$ cat src/rtl/vga_pkg.sv
// Shared VGA pixel constants and helpers for the bouncing-box renderer.
package vga_pkg;

    localparam int RED_W        = 5;
    localparam int GREEN_W      = 6;
    localparam int BLUE_W       = 5;
    localparam int RESET_ORIGIN = 50;
    localparam int RESET_STRIDE = 15;

    typedef enum logic [1:0] {
        CH_RED   = 2'd0,
        CH_GREEN = 2'd1,
        CH_BLUE  = 2'd2
    } channel_e;

    function automatic channel_e channel_of(input int idx);
        case (idx % 3)
            0:       return CH_RED;
            1:       return CH_GREEN;
            default: return CH_BLUE;
        endcase
    endfunction

    // One bounce step on a single axis; returns {new_dir, new_pos}.
    // 11-bit intermediates keep 0-1 and max+1 distinguishable from legal values.
    function automatic logic [10:0] step_axis(input logic [9:0] pos,
                                              input logic dir,
                                              input logic [10:0] max_pos);
        logic [10:0] up;
        logic [10:0] down;
        up   = {1'b0, pos} + 11'd1;
        down = {1'b0, pos} - 11'd1;
        if (dir) begin
            if (up > max_pos) return {1'b0, down[9:0]};
            else              return {1'b1, up[9:0]};
        end else begin
            if (down[10]) return {1'b1, up[9:0]};
            else          return {1'b0, down[9:0]};
        end
    endfunction

endpackage

$ cat src/rtl/box_mover.sv
// Position and direction state for one box; steps and bounces on each frame tick.
module box_mover
    import vga_pkg::*;
#(
    parameter int IDX      = 0,
    parameter int BOX_SIZE = 40,
    parameter int H_ACTIVE = 640,
    parameter int V_ACTIVE = 480
) (
    input  logic       clk,
    input  logic       reset,
    input  logic       tick,
    input  logic       move_en,
    output logic [9:0] bx,
    output logic [9:0] by
);

    localparam logic [10:0] X_MAX = 11'(H_ACTIVE - BOX_SIZE);
    localparam logic [10:0] Y_MAX = 11'(V_ACTIVE - BOX_SIZE);

    logic [9:0] bx_reg, bx_next;
    logic [9:0] by_reg, by_next;
    logic       dx_reg, dx_next;
    logic       dy_reg, dy_next;
    logic [10:0] x_step;
    logic [10:0] y_step;

    always_comb begin
        x_step  = step_axis(bx_reg, dx_reg, X_MAX);
        y_step  = step_axis(by_reg, dy_reg, Y_MAX);
        bx_next = bx_reg;
        by_next = by_reg;
        dx_next = dx_reg;
        dy_next = dy_reg;
        if (tick && move_en) begin
            bx_next = x_step[9:0];
            dx_next = x_step[10];
            by_next = y_step[9:0];
            dy_next = y_step[10];
        end
    end

    always_ff @(posedge clk) begin
        if (reset) begin
            bx_reg <= 10'(RESET_ORIGIN + RESET_STRIDE * IDX);
            by_reg <= 10'(RESET_ORIGIN + RESET_STRIDE * IDX);
            dx_reg <= ((IDX % 2) == 0);
            dy_reg <= 1'b1;
        end else begin
            bx_reg <= bx_next;
            by_reg <= by_next;
            dx_reg <= dx_next;
            dy_reg <= dy_next;
        end
    end

    assign bx = bx_reg;
    assign by = by_reg;

endmodule

$ cat src/rtl/box_renderer.sv
// Draws NUM_BOXES bouncing colour boxes; box positions only change on the
// frame tick at the start of vertical blank so a frame is never torn.
module box_renderer
    import vga_pkg::*;
#(
    parameter int NUM_BOXES = 3,
    parameter int BOX_SIZE  = 40,
    parameter int H_ACTIVE  = 640,
    parameter int V_ACTIVE  = 480
) (
    input  logic               clk,
    input  logic               reset,
    input  logic [9:0]         xpos,
    input  logic [9:0]         ypos,
    input  logic               move_en,
    output logic [RED_W-1:0]   red,
    output logic [GREEN_W-1:0] green,
    output logic [BLUE_W-1:0]  blue,
    output logic               frame_tick
);

    logic [9:0]           bx [NUM_BOXES];
    logic [9:0]           by [NUM_BOXES];
    logic [NUM_BOXES-1:0] hit;
    logic [9:0]           ypos_prev_reg;
    logic                 active;
    logic                 red_any, green_any, blue_any;
    logic [RED_W-1:0]     red_reg, red_next;
    logic [GREEN_W-1:0]   green_reg, green_next;
    logic [BLUE_W-1:0]    blue_reg, blue_next;

    assign frame_tick = !reset && (ypos == 10'(V_ACTIVE)) && (ypos != ypos_prev_reg);

    always_ff @(posedge clk) begin
        if (reset) ypos_prev_reg <= '0;
        else       ypos_prev_reg <= ypos;
    end

    genvar gi;
    generate
        for (gi = 0; gi < NUM_BOXES; gi++) begin : gen_box
            box_mover #(
                .IDX      (gi),
                .BOX_SIZE (BOX_SIZE),
                .H_ACTIVE (H_ACTIVE),
                .V_ACTIVE (V_ACTIVE)
            ) u_mover (
                .clk     (clk),
                .reset   (reset),
                .tick    (frame_tick),
                .move_en (move_en),
                .bx      (bx[gi]),
                .by      (by[gi])
            );

            // Strict on both edges: the box outline pixels themselves are not drawn.
            assign hit[gi] = (xpos > bx[gi]) && ({1'b0, xpos} < ({1'b0, bx[gi]} + 11'(BOX_SIZE)))
                          && (ypos > by[gi]) && ({1'b0, ypos} < ({1'b0, by[gi]} + 11'(BOX_SIZE)));
        end
    endgenerate

    assign active = (xpos < 10'(H_ACTIVE)) && (ypos < 10'(V_ACTIVE));

    always_comb begin
        red_any   = 1'b0;
        green_any = 1'b0;
        blue_any  = 1'b0;
        for (int i = 0; i < NUM_BOXES; i++) begin
            case (channel_of(i))
                CH_RED:   red_any   = red_any   | hit[i];
                CH_GREEN: green_any = green_any | hit[i];
                default:  blue_any  = blue_any  | hit[i];
            endcase
        end
        red_next   = (active && red_any)   ? '1 : '0;
        green_next = (active && green_any) ? '1 : '0;
        blue_next  = (active && blue_any)  ? '1 : '0;
    end

    always_ff @(posedge clk) begin
        if (reset) begin
            red_reg   <= '0;
            green_reg <= '0;
            blue_reg  <= '0;
        end else begin
            red_reg   <= red_next;
            green_reg <= green_next;
            blue_reg  <= blue_next;
        end
    end

    assign red   = red_reg;
    assign green = green_reg;
    assign blue  = blue_reg;

endmodule

$ cat config.mk
export PLATFORM = sky130hd
export DESIGN_NAME = box_renderer
export DESIGN_NICKNAME = d
export VERILOG_FILES = /design/src/rtl/vga_pkg.sv /design/src/rtl/box_mover.sv /design/src/rtl/box_renderer.sv
export SDC_FILE = /design/constraint.sdc
export NUM_CORES = 1
export LEC_CHECK = 0
export BUFFER_PORTS_ARGS = -buffer_cell sky130_fd_sc_hd__buf_4
export CAP_MARGIN = 20
export CORE_UTILIZATION = 40
export CTS_BUF_LIST = sky130_fd_sc_hd__clkbuf_4
export CTS_CLUSTER_DIAMETER = 60
export DETAILED_ROUTE_END_ITERATION = 7
export GPL_ROUTABILITY_DRIVEN = 0
export HOLD_SLACK_MARGIN = 0.08
export PLACE_DENSITY = 0.6
export SYNTH_ARGS = -nofsm -noshare
export SYNTH_HDL_FRONTEND = slang
export SYNTH_SLANG_ARGS = --single-unit
$ cat constraint.sdc
create_clock -name clk -period 7.3 [get_ports clk]
set_input_delay 0.73 -clock clk [delete_from_list [all_inputs] [get_ports clk]]
set_output_delay 0.73 -clock clk [all_outputs]
set_load 0.05 [all_outputs]
Word level (Yosys, flattened, before mapping)
Cells that the tools add are included.
Widths: inputs -> output; s select.
{ "totals": {"ff_bits": 92, "wordCells": 94} }
{ "classes": {"n_reduce_logical": 17, "mux": 21, "eq_ne": 2, "addsub": 18, "magnitude_cmp": 20} }
{ "op_table": {"columns": ["op", "count"], "rows": [
  ["$mux 11", 18],
  ["$add 10x1->11 const B", 6],
  ["$add 10x6->11 const B", 6],
  ["$lt 10x11->1", 6],
  ["$sub 10x1->11 const B", 6],
  ["$gt 10x10->1", 6],
  ["$gt 11x10->1 const B", 3],
  ["$gt 11x9->1 const B", 3],
  ["$logic_and 1x1->1", 16],
  ["$eq 10x9->1 const B", 1],
  ["$lt 10x10->1 const B", 1],
  ["$lt 10x9->1 const B", 1],
  ["$mux 5", 2],
  ["$ne 10x10->1", 1],
  ["$mux 6", 1],
  ["$logic_not 1->1", 1]
]} }

Depth between registers and ports, before layout
{ "depth": {"depth_word": 7, "depth_mapped": 12, "ltp_nobuf": 10} }

Hierarchy
From an unflattened synthesis, not the netlist that was laid out.
{ "unflattened": {"cells_unflattened": 1250, "area_unflattened_um2": 9651.8} }
{ "by_module_without_submodules": {"columns": ["module", "seq_area_each_um2", "n_inst", "area_each_um2", "cells_each"], "rows": [
  ["box_renderer", 260.2, 1, 3639.7, 458],
  ["box_mover at gen_box[0].u_mover", 440.4, 1, 2109.5, 279],
  ["box_mover at gen_box[1].u_mover", 440.4, 1, 1954.4, 258],
  ["box_mover at gen_box[2].u_mover", 440.4, 1, 1948.1, 255]
]} }

Worst setup path after synthesis
Ideal clock, no wire load.
{ "synth_path": {"kind": "input-to-reg", "from": "input port ypos[0]", "to": "register gen_box[2].u_mover.by_reg[7]", "arrival_ns": 3.138, "setup_slack_ns": 4.035, "cell_stages": 8, "n_path_buf": 0, "path_cell_list": "nor4_1 > nand4_1 > a31oi_1 > nand2_1 > or4_1 > mux2i_1 > xnor2_1 > nor2_1"} }
{ "synth_via": {"elab_chain_cells": 4, "word_cells_on_any_way": 5, "classes_between": "eq/ne: 2; reduce/logical: 3"} }
{ "synth_rtl": {"columns": ["item", "line", "text"], "rows": [
  ["from (decl)", "box_renderer.sv:14", "input logic [9:0] ypos,"],
  ["$eq 10x9->1", "box_renderer.sv:32", "assign frame_tick = !reset && (ypos == 10'(V_ACTIVE)) && (ypos != ypos_prev_reg);"],
  ["$logic_and 1x1->1", "box_renderer.sv:32", null],
  ["$logic_and 1x1->1 (*)", "box_renderer.sv:32", null],
  ["named net frame_tick", "box_renderer.sv:19", "output logic frame_tick"],
  ["$logic_and 1x1->1 (*)", "box_mover.sv:35", "if (tick && move_en) begin"],
  ["to (signal assigned)", "box_mover.sv:46", "by_reg <= 10'(RESET_ORIGIN + RESET_STRIDE * IDX);"],
  ["to (signal assigned)", "box_mover.sv:51", "by_reg <= by_next;"],
  ["to (decl)", "box_mover.sv:22", "logic [9:0] by_reg, by_next;"]
]} }
Mark *: on every way through the listed nets, which the timed path passes. The rest lies on a longest branch.
A chain may end at the register's enable or synchronous reset.

Worst setup path after layout
{ "layout_path": {"from": "register gen_box[2].u_mover.bx_reg[3]", "to": "register gen_box[2].u_mover.bx_reg[3]"} }
{ "layout_via": {"elab_chain_cells": 4, "word_cells_on_any_way": 6, "classes_between": "add/sub: 2; order compare: 1; mux: 3"} }
{ "layout_rtl": {"columns": ["item", "line", "text"], "rows": [
  ["from (decl)", "box_mover.sv:21", "logic [9:0] bx_reg, bx_next;"],
  ["from (signal assigned)", "box_mover.sv:45", "bx_reg <= 10'(RESET_ORIGIN + RESET_STRIDE * IDX);"],
  ["from (signal assigned)", "box_mover.sv:50", "bx_reg <= bx_next;"],
  ["$add 10x1->11", "vga_pkg.sv:31", "up = {1'b0, pos} + 11'd1;"],
  ["$gt 11x10->1", "vga_pkg.sv:34", "if (up > max_pos) return {1'b0, down[9:0]};"],
  ["$mux 11", "vga_pkg.sv:34", null],
  ["$mux 11 (*)", "vga_pkg.sv:33", "if (dir) begin"]
]} }
Every way passes the cells marked *; elsewhere a longest branch is shown, timed or not.

==> results.md <==
Route:
- In the detailed route, the total length drawn on met3 is approximately 590 um.
- For this block, wires on met1 add up to between 10000 and 15000 um.
- The length of the first detailed-routing pass in iterations is 5.
- The count of unresolved DRC violations after routing is 0.
- The highest routed metal layer is met4.
- Summed over all nets, wire length on met2 after detailed routing comes to around 9600 um.
- The detail route stage leaves a number of antenna-violating nets equal to 0.
- The per-cell via count in the routed design is between 5 and 6.
- After detailed routing, the average wire length per cell comes to 16.16 um.
- The routed layout has ~7400 vias.
- The final layout contains routed wiring with a total length of approximately 21000 um.
- After the first detailed-routing iteration, the DRC count stood at between 400 and 500.

Die:
- Row generation in the floorplan step produced 51 rows.
- The die outline width is ~150 um.
- In this run the standard cell core region covers about 20000 um^2.
- The initial core utilization is 0.4139.
- In this run the count of I/O pins placed on the die edge is 40.
- The die covers approximately 21000 um^2.
- The die is ~150 um tall.

Placement:
- The count of input and output buffers is 39.
- After legalization and detailed placement, the total HPWL measured around 15000 um.

STA:
- The total count of max-transition violations in the final report is 0.
- Across the routed clock network, the largest skew measured is 0.02270 ns.
- Derived from the worst setup path, the maximum achievable clock frequency is between 200 and 300 MHz.
- The clock period minus final worst setup slack is ~3.3 ns.
- In this run the tightest slew margin relative to its limit is 0.3014.
- Setup violations remaining at the end of the flow were counted as 0.
- The final-report hold violation count is 0.
- The fraction of the cycle the final worst path needs is 0.4574.
- Setup repair after global routing left no endpoint under its margin.
- For the pin with the worst max-slew slack, the measured transition is approximately 1.0 ns.
- After routing, the total negative slack on setup checks comes to 0 ns.

Synthesis:
- Of the post-synthesis cell area, the dominant cell type holds 0.1932.
- In this run, synthesis produced a sequential element count of 79.
- The cell taking the most area after synthesis is sky130_fd_sc_hd__dfxtp_1.
- The post-synthesis instance area is ~8200 um^2.
- In the post-synthesis netlist, the biggest area contributors are sky130_fd_sc_hd__dfxtp_1, sky130_fd_sc_hd__ha_1, sky130_fd_sc_hd__mux2i_1, sky130_fd_sc_hd__a21oi_1, sky130_fd_sc_hd__xnor2_1.
- The async set-or-reset flop fraction in the synthesized netlist is 0.
- For this run, the leading register cell type out of synthesis is sky130_fd_sc_hd__dfxtp_1.
- Synthesis produced a netlist whose cell count is about 1000.
- The number of enable-type register cells in the synthesized netlist is 0.
- The number of unique standard cell types used by synthesis is between 70 and 80.
- The sequential-to-total area share from yosys stat is 0.1932.
- The per-instance average area after synthesis is about 7.9 um^2.
- The Yosys warning count is 0.
- Synthesis produced a netlist with a net count of between 1000 and 1500.

Worst setup path:
- The type of destination of the critical path is a flip-flop.
- The arrival time at the worst endpoint is around 3.8 ns.
- Counting cells, the worst reg-to-reg path comes to 9.
- The required time at the worst-slack endpoint is about 7.7 ns.
- Of all nets on the critical path, the largest fanout is 11.
- The sort of element at the start of the critical path is a flip-flop.
- The setup path with the least slack is of type reg2reg.

Clock tree:
- The level count of the clock H-tree is 3.
- Gates resized during post-CTS repair numbered 0.
- The maximum buffer depth of the clock tree is 2.
- In this run, post-CTS hold repair placed 0 buffers.
- CTS saw 79 sinks.
- For the worst-skew pair, the clock arrives at the later sink with an insertion delay of about 0.48 ns.
- The clock-pin slew reported for the worst setup and hold paths after clock tree synthesis is 0.15 ns.
- The total CTS buffers is 9.
- The TritonCTS clock tree is done.
- In this run the clock root is driven by a sky130_fd_sc_hd__clkbuf_4.
- The number of buffers inserted by post-CTS setup repair is 0.

Cells and area:
- Relative to the synthesized area, the layout overhead comes to 6.893%.
- In the layout the commonest cells are sky130_fd_sc_hd__ha_1, sky130_fd_sc_hd__inv_1, sky130_fd_sc_hd__dfxtp_1.
- Of the cells placed in the final design, the portion with a size suffix greater than 1 is 0.08197.
- The post-layout net count is 1182.
- The most common cell after layout, fill and taps aside is sky130_fd_sc_hd__ha_1.
- The post-route core utilization is 0.4424.

Status:
- The run finished with clean final reports.

Pwr:
- In this run the power density over the cells is 102.2 nW/um^2.
- The cell leakage power is 3.699 nW.
- IR analysis of the VDD net gives a maximum drop of 0.05779 mV.

Global route:
- The number of global-route vias before repair is between 6000 and 7000.
- The largest net degree at the start of global routing is 74.
- The initial antenna violation count is 1.
- The first-pass GRT wire length is between 30000 and 40000 um.
- Global routing finished with a remaining overflow of 0.
- The aggregate global-route resource usage is 0.2008.

Flow run:
- Across the run, the number of max-cap violations was 0.

Min path:
- The class of the tightest hold or removal check is in2reg.
- The worst hold path passes through 2 cells.
-- cells in the mapped netlist (all sizes together), types with 11 or more instances --
cell    count
nor2       79
a21o       21
buf        29
nor2b      15
xnor2      43
and3       19
inv        80
o211ai     11
nand3      35
dfxtp      79
nand2      44
a21oi      76
o21ai      59
mux2i      43
or3        23
nor3       31
clkbuf     27
a211oi     15
nor4       14
ha        126
a31oi      12
nand4      30
xor2       20
-- cell families after synthesis --
| logic type | Yosys count | share of synthesized area |
|---|---|---|
| adders and majority gates | 127 | 0.1938 |
| and+or+nand+nor | 321 | 0.2054 |
| buffers and inverters | 137 | 0.07443 |
| AOI/OAI and AO/OA | 262 | 0.2100 |
| muxes | 45 | 0.05578 |
| xor gates and xnor gates | 63 | 0.06740 |
| DFF | 79 | 0.1932 |
-- worst paths after layout --
| check | start | endpoint | slack, ns |
|---|---|---|---|
| worst min register to register | gen_box[1].u_mover.bx[9] | gen_box[1].u_mover.bx[9] | 0.52 |
| worst max-delay path | gen_box[2].u_mover.bx[3] | gen_box[2].u_mover.bx[3] | 3.96 |
| worst max register to register | gen_box[2].u_mover.bx[3] | gen_box[2].u_mover.bx[3] | 3.96 |
| worst min-delay path | reset | ypos_prev_reg[7] | 0.50 |
-- report_power, final --
part           internal (W)  switching, W  total (W)
combinational     0.0000456     0.0000652   0.000111
sequential         0.000434    0.00000155   0.000436
clock              0.000171      0.000177   0.000348
total              0.000651      0.000243   0.000894
-- worst max-delay path, stage by stage, from the launching register on --
cell	delay, ns
sky130_fd_sc_hd__dfxtp_1	0.54
sky130_fd_sc_hd__ha_1	0.31
sky130_fd_sc_hd__nand4_1	0.19
sky130_fd_sc_hd__or4_1	0.44
sky130_fd_sc_hd__nand3_1	0.09
sky130_fd_sc_hd__o2bb2a_1	0.21
sky130_fd_sc_hd__o21ai_1	0.82
sky130_fd_sc_hd__mux2i_1	0.20
sky130_fd_sc_hd__or3_1	0.34
sky130_fd_sc_hd__a21oi_1	0.15
-- metal layers --
| metal | vias up | GRT usage |
|---|---|---|
| li1 | 3780 | - |
| met1 | 3430 | 0.2773 |
| met2 | 125 | 0.3260 |
| met3 | 18 | 0.02233 |
| met4 | 0 | 0.06105 |
| met5 | - | 0 |
-- final cells by class --
type                            count  area (um^2)
Multi-Input combinational cell    818         6017
Timing Repair Buffer               45        337.8
Fill cell                        2038        11030
Inverter                           80        300.3
Clock inverter                      6        110.1
Antenna cell                        2        5.005
Sequential cell                    79         1582
Clock buffer                        9        67.56
Tap cell                          265        331.6
-- through the flow --
step           cell area, um^2  hold slack (ns)  setup WS [ns]  total power, W  instances
2_1_floorplan             8187           0.4676          4.035       0.0005115       1034
4_1_cts                   8738           0.4691          3.928       0.0009135       1301
3_5_place_dp              8561           0.5009          3.705       0.0005558       1286
3_3_place_gp              8561           0.4882          3.737       0.0005540       1286
6_report                  8751           0.5004          3.961       0.0008941       1304
5_1_grt                   8751           0.5164          3.679       0.0009346       1304
(Power assumes the default switching activity.)
